`src/rtl/alu_sched.sv`:
```
// Shared-ALU scheduler: arbitrates two requesters onto one external combinational ALU
// and repeats a single op cnt times with the accumulator fed back as reg0.
module alu_sched #(
    parameter int CNT_W = 5
) (
    input  logic             i_clk,
    input  logic             i_rst,

    input  logic             i_req0_valid,
    output logic             o_req0_ready,
    input  logic [3:0]       i_req0_op,
    input  logic [1:0]       i_req0_fmt,
    input  logic [31:0]      i_req0_a,
    input  logic [31:0]      i_req0_b,
    input  logic [CNT_W-1:0] i_req0_cnt,

    input  logic             i_req1_valid,
    output logic             o_req1_ready,
    input  logic [3:0]       i_req1_op,
    input  logic [1:0]       i_req1_fmt,
    input  logic [31:0]      i_req1_a,
    input  logic [31:0]      i_req1_b,
    input  logic [CNT_W-1:0] i_req1_cnt,

    output logic             o_rsp_valid,
    output logic             o_rsp_id,
    output logic [31:0]      o_rsp_data,
    input  logic             i_rsp_ready,

    output logic [31:0]      o_alu_reg0,
    output logic [31:0]      o_alu_reg1,
    output logic [3:0]       o_alu_do,
    output logic [1:0]       o_alu_fmt,
    input  logic [31:0]      i_alu_out
);

    typedef enum logic [1:0] {
        S_IDLE,
        S_RUN,
        S_DONE
    } state_e;

    state_e             state_q, state_d;
    logic               prio_q, prio_d;
    logic [31:0]        acc_q, acc_d;
    logic [31:0]        b_q, b_d;
    logic [3:0]         op_q, op_d;
    logic [1:0]         fmt_q, fmt_d;
    logic [CNT_W-1:0]   rem_q, rem_d;
    logic               id_q, id_d;

    logic               any_valid;
    logic               grant_id;
    logic               accept;
    logic [CNT_W-1:0]   sel_cnt;

    // With both valid the priority bit decides; otherwise whoever is valid wins.
    // Readys are gated by reset so nothing is seen as accepted during reset.
    assign any_valid    = i_req0_valid | i_req1_valid;
    assign grant_id     = (i_req0_valid & i_req1_valid) ? prio_q : i_req1_valid;
    assign accept       = (state_q == S_IDLE) & any_valid & ~i_rst;
    assign o_req0_ready = accept & ~grant_id;
    assign o_req1_ready = accept & grant_id;
    assign sel_cnt      = grant_id ? i_req1_cnt : i_req0_cnt;

    assign o_rsp_valid  = (state_q == S_DONE);
    assign o_rsp_id     = id_q;
    assign o_rsp_data   = acc_q;

    assign o_alu_reg0   = acc_q;
    assign o_alu_reg1   = b_q;
    assign o_alu_do     = op_q;
    assign o_alu_fmt    = fmt_q;

    always_comb begin
        // NOTE: every next-state signal gets a hold default first so no branch can infer a latch.
        state_d = state_q;
        prio_d  = prio_q;
        acc_d   = acc_q;
        b_d     = b_q;
        op_d    = op_q;
        fmt_d   = fmt_q;
        rem_d   = rem_q;
        id_d    = id_q;

        unique case (state_q)
            S_IDLE: begin
                if (any_valid) begin
                    op_d    = grant_id ? i_req1_op  : i_req0_op;
                    fmt_d   = grant_id ? i_req1_fmt : i_req0_fmt;
                    acc_d   = grant_id ? i_req1_a   : i_req0_a;
                    b_d     = grant_id ? i_req1_b   : i_req0_b;
                    rem_d   = sel_cnt;
                    id_d    = grant_id;
                    prio_d  = ~grant_id;
                    state_d = (sel_cnt == '0) ? S_DONE : S_RUN;
                end
            end
            S_RUN: begin
                // rem is at least 1 here, so the decrement cannot wrap.
                acc_d = i_alu_out;
                rem_d = rem_q - CNT_W'(1);
                if (rem_q == CNT_W'(1)) begin
                    state_d = S_DONE;
                end
            end
            S_DONE: begin
                if (i_rsp_ready) begin
                    state_d = S_IDLE;
                end
            end
            default: state_d = S_IDLE;
        endcase
    end

    always_ff @(posedge i_clk) begin
        // NOTE: state registers use non-blocking assignments so all of them update together at the edge.
        if (i_rst) begin
            state_q <= S_IDLE;
            prio_q  <= 1'b0;
            acc_q   <= '0;
            b_q     <= '0;
            op_q    <= '0;
            fmt_q   <= '0;
            rem_q   <= '0;
            id_q    <= 1'b0;
        end else begin
            state_q <= state_d;
            prio_q  <= prio_d;
            acc_q   <= acc_d;
            b_q     <= b_d;
            op_q    <= op_d;
            fmt_q   <= fmt_d;
            rem_q   <= rem_d;
            id_q    <= id_d;
        end
    end

endmodule
```
`config.mk`:
```
export PLATFORM = sky130hd
export DESIGN_NAME = alu_sched
export DESIGN_NICKNAME = d
export VERILOG_FILES = /design/src/rtl/alu_sched.sv
export SDC_FILE = /design/constraint.sdc
export NUM_CORES = 1
export LEC_CHECK = 0
export CAP_MARGIN = 10
export CORE_AREA = 5 5 110 112
export CTS_CLUSTER_SIZE = 40
export DETAILED_ROUTE_END_ITERATION = 8
export DIE_AREA = 0 0 115 117
export GPL_TIMING_DRIVEN = 0
export PLACE_DENSITY = 0.84
export SLEW_MARGIN = 40
export SYNTH_ARGS = -nofsm -noshare
export SYNTH_HDL_FRONTEND = slang
export SYNTH_SLANG_ARGS = --single-unit
export TNS_END_PERCENT = 5
```
`constraint.sdc`:
```
create_clock -name i_clk -period 2.8 [get_ports i_clk]
set_input_delay 0.42 -clock i_clk [delete_from_list [all_inputs] [get_ports i_clk]]
set_output_delay 0.42 -clock i_clk [all_outputs]
set_load 0.05 [all_outputs]
```
======== After elaboration in Yosys (flattened, before gate mapping) ========
Cells that the tools add are included.
storage, ports and cells
  register bits ........................... 79
  input port bits ......................... 187
operators by class
  $add $sub $neg .......................... 1
  eq/ne operators ......................... 6
  multiplexer cells ....................... 15
  bitwise logic cells ..................... 8
  reductions and logical operators ........ 6
operators with widths
  kind                                                    number
  two-way mux 32 bit                                      3
  case mux 32 bit (2 select lines)                        1
  two-way mux 2 bit                                       5
  two-way mux 5 bit                                       2
  case mux 5 bit (2 select lines)                         1
  case mux 2 bit (3 select lines)                         1
  AND 1 bit                                               5
  equality test 5 x 1 -> 1 bit (second input constant)    1
  logical NOT 5 bit                                       1
  subtractor 5 x 1 -> 5 bit (second input constant)       1
  two-way mux 4 bit                                       1
  inequality test 2 bit (second input constant)           2
  AND reduction 2 bit                                     2
  AND reduction 3 bit                                     1
  equality test 2 x 1 -> 1 bit (second input constant)    1
  equality test 2 bit (second input constant)             1
  logical NOT 2 bit                                       1
  inequality test 2 x 1 -> 1 bit (second input constant)  1
  NOT 1 bit                                               2
  nonzero test 2 bit                                      1
  two-way mux 1 bit                                       1
  OR 1 bit                                                1

======== Depth between registers and ports, before layout ========
  depth in word-level cells ............... 7
  mapped depth ............................ 7
  gate-level depth less buffers ........... 6

======== Least setup slack after synthesis ========
Ideal clock, no wire load.
  path type ............................... in2out
  start ................................... input i_req0_valid
  end ..................................... output o_req1_ready
  arrival ................................. 1.224 ns
  required time ........................... 2.380 ns
  path slack .............................. 1.156 ns
  cell stages on the path ................. 6
  buffers on the path ..................... 3
  path through ............................ nand2b_1 > buf_6 > and3_4 > nor2b_4 > buf_6 > buf_6
on the way
  cells in the longest elaborated chain, start to end .. 4
ends and longest elaborated chain
  what                    RTL line  RTL
  from (decl)             9         input logic i_req0_valid,
  OR 1 bit                59        assign any_valid = i_req0_valid | i_req1_valid;
  AND 1 bit (2 in a row)  61        assign accept = (state_q == S_IDLE) & any_valid & ~i_rst;
  AND 1 bit (*)           63        assign o_req1_ready = accept & grant_id;
  to (decl)               18        output logic o_req1_ready,
Every way passes the cells marked *; elsewhere a longest branch is shown, timed or not.

======== Worst setup path in the final report ========
  start ................................... register state_q[1]
  end ..................................... output o_req0_ready
on the way
  cells in the longest elaborated chain, start to end .. 4
ends and longest elaborated chain
  what                    RTL line  RTL
  from (decl)             43        state_e state_q, state_d;
  from (signal assigned)  128       state_q <= state_d;
  logical NOT 2 bit       61
  AND 1 bit (2 in a row)  61
  AND 1 bit               62        assign o_req0_ready = accept & ~grant_id;
  to (decl)               10        output logic o_req0_ready,
No other way between the ends.

==> results.sh <==
export IMPL_ys_flop_type="dfxtp_1"
export IMPL_gp_congestion=0.920
export IMPL_utilization=0.677
export IMPL_synthCells=459
export IMPL_grtUsageMet1=0.274
export IMPL_cts_resized=2
export IMPL_synth_edff_count=0
export IMPL_core_area_um2=11100
export IMPL_min_to="o_rsp_id$_SDFFE_PP0P_"
export IMPL_io_buffers=291
export IMPL_yosysWarnings=0
export IMPL_die_h_um=117
export IMPL_drt_iter0_drc=464
export IMPL_setup_viol=0
export IMPL_fin_worst_skew_ns=0.00480
export IMPL_worstSetupPathType="reg -> out"
export IMPL_drv_cap=0
export IMPL_grt_max_degree=13
export IMPL_outcome="complete, no violations"
export IMPL_globalRouteMet3Util=0.0740
export IMPL_yosys_area_top_type="dfxtp_1"
export IMPL_leakagePower_nw=2.98
export IMPL_critical_path_required_ns=2.38
export IMPL_crit_family="buffers and inverters"
export IMPL_ant_nets=0
export IMPL_antenna_cells=0
export IMPL_ys_types=46
export IMPL_grtUsageTotal=0.248
export IMPL_syn_area_um2=4100
export IMPL_yosys_top_cells_area="dfxtp_1 39%, a221o_1 6.3%, a21boi_0 6.2%"
export IMPL_path_clk_slew_ns=0.06
export IMPL_drc_errors=0
export IMPL_die_w_um=115
export IMPL_first_pass_iters=7
export IMPL_nets=950
export IMPL_reg2reg_to="o_alu_reg0[20]$_SDFFE_PP0P_"
export IMPL_grt_overflow_total=0
export IMPL_pin_count=293
export IMPL_cts_root_buf="clkbuf_16"
export IMPL_syn_to_final_growth_pct=83.7
export IMPL_wl_per_cell_um=20.0
export IMPL_critical_path_max_fanout=10
export IMPL_post_cts_buffers=0
export IMPL_grt_pass1_vias=5095
export IMPL_synth_commonest_cells="79 x dfxtp_1, 37 x a21oi_1, 34 x a21boi_0, 34 x and3_1"
export IMPL_asyncSetResetFlopFracSynth=0
export IMPL_cpPeakStageDelay_ns=0.51
export IMPL_reg2reg_depth=6
export IMPL_insertion_delay_ns=0.33
export IMPL_end_kind="primary output"
export IMPL_crit_top_cell="buf_6"
export IMPL_busiest_layer="met2"
export IMPL_viasPerCell=5.51
export IMPL_r2r_start="state_q[0]$_SDFFE_PP0P_"
export IMPL_cts_buffer_depth=2
export IMPL_holdPathStages=1
export IMPL_rsz0062_at_grt="no"
export IMPL_whs_ns=0.472
export IMPL_fin_area_um2=7530
export IMPL_period_minus_slack_ns=2.65
export IMPL_cts_made_buffers=9
export IMPL_avgSynthCellArea_um2=8.93
export IMPL_slew_headroom=0.605
export IMPL_final_max_slew_violation_count=0
export IMPL_rows=39
export IMPL_dieArea_um2=13500
export IMPL_start_util=0.368
export IMPL_grt_pass1_wl_mm=26.4
export IMPL_dp_hpwl_mm=14.1
export IMPL_crit_buf_inv=3
export IMPL_cts_tree="done"
export IMPL_cp_start_kind="flop"
export IMPL_synth_most_common_cell="dfxtp_1"
export IMPL_synth_top_area_frac=0.386
export IMPL_critPathSlowestCell="clkdlybuf4s15_1"
export IMPL_worst_slew_pin_slew_ns=0.591
export IMPL_ys_seq_area_frac=0.386
export IMPL_hold_viol=0
export IMPL_antenna_found_initial=0
export IMPL_hold_buffers=0
export IMPL_critical_path_arrival_ns=2.23
export IMPL_via_count=5008
export IMPL_crit_chain="nor2_2 -> and3_4 -> nor2b_1 -> buf_6 -> buf_6 -> clkdlybuf4s15_1"
export IMPL_wirelength_mm=18.2
export IMPL_vdd_ir_drop_max_mv=0.320
export IMPL_period_share=0.947
export IMPL_hp_start="o_rsp_id$_SDFFE_PP0P_"
export IMPL_drive_above_1_share=0.0875
export IMPL_place_area_um2=7190
export IMPL_fmax_mhz=377
export IMPL_htree_levels=3
export IMPL_met2_usage=0.448
export IMPL_ys_seq_elements=79
export IMPL_hold_path_class="reg -> reg"
export IMPL_power_density_nw_per_um2=630
export IMPL_syn_nets=648
export IMPL_reg2reg_slack_ns=0.93
export IMPL_cts_sinks=79
==> flip-flops by register name (all words and copies together) (netlist names) <==
name	cells
prio_q	1
o_alu_reg1	32
rem_q	5
state_q	2
o_alu_do	4
o_rsp_id	1
o_alu_fmt	2
o_alu_reg0	32
==> logic make-up after synthesis <==
logic type,synth area share
xor+xnor,0.00427
fa+ha+maj,0.00610
flops,0.386
buf+inv,0.118
mux,0.00244
compound gates,0.331
simple gates,0.152
==> worst max path at each step <==
stage                     slack [ns]  cells after the start      endpoint               startpoint
after detailed placement       -0.25                      8  o_req1_ready             i_req0_valid
after CTS                       0.01                      8  o_req1_ready             i_req0_valid
after floorplan                 1.16                      6  o_req1_ready             i_req0_valid
final                           0.15                      6  o_req0_ready  state_q[1]$_SDFFE_PP0P_
after global routing            0.02                      6  o_req0_ready  state_q[1]$_SDFFE_PP0P_
after global placement         -0.23                      8  o_req1_ready             i_req0_valid
==> metal layers <==
metal	vias up	share of wire
met3	40	0.10
met2	307	0.51
met4	0	0.029
met5	-	0
met1	2366	0.36
li1	2295	-
==> layout make-up <==
type,instances,area [um2]
Sequential cell,79,1580
Fill cell,890,3600
Timing Repair Buffer,291,2910
Clock inverter,2,60.1
Multi-Input combinational cell,298,2030
Tap cell,143,179
Clock buffer,14,284
Buffer,78,469
Inverter,4,15.0
==> power breakdown <==
group | switching [mW] | total (mW) | leakage, nW | internal, mW
Sequential | 0.109 | 1.38 | 0.652 | 1.27
Combinational | 1.17 | 2.01 | 2.16 | 0.845
Clock | 0.465 | 1.34 | 0.169 | 0.880
Total | 1.74 | 4.74 | 2.98 | 3.00
==> through the flow <==
stage	setup WS, ns	std cells	TNS, ns	total power [mW]
finish	0.149	909	0	4.74
global route	0.0169	909	0	4.91
CTS	0.0127	909	0	4.75
detailed placement	-0.253	893	-0.356	3.41
global placement	-0.232	893	-0.311	3.37
floorplan	1.16	459	0	2.60
==> layout by cell type, fill, tap and decap left out, types with 2 or more instances in the layout <==
cell and count:
a21boi_0 34, a21o_1 3, a21oi_1 37, a221o_1 26, a221oi_1 3, a222oi_1 12, a22oi_1 33, and2_1 26
and3_1 34, and3_4 2, and3b_1 2, and4_1 2, buf_2 6, buf_4 33, buf_6 6, bufinv_16 2
clkbuf_1 34, clkbuf_16 9, clkbuf_8 4, clkdlybuf4s50_1 289, dfxtp_1 79, ha_1 2, inv_1 4, nand2_1 4
nand2b_1 3, nor2_1 13, nor2b_1 2, nor3_1 3, nor4_1 2, o21ai_0 31, o21ai_1 5
(Power assumes the default switching activity.)
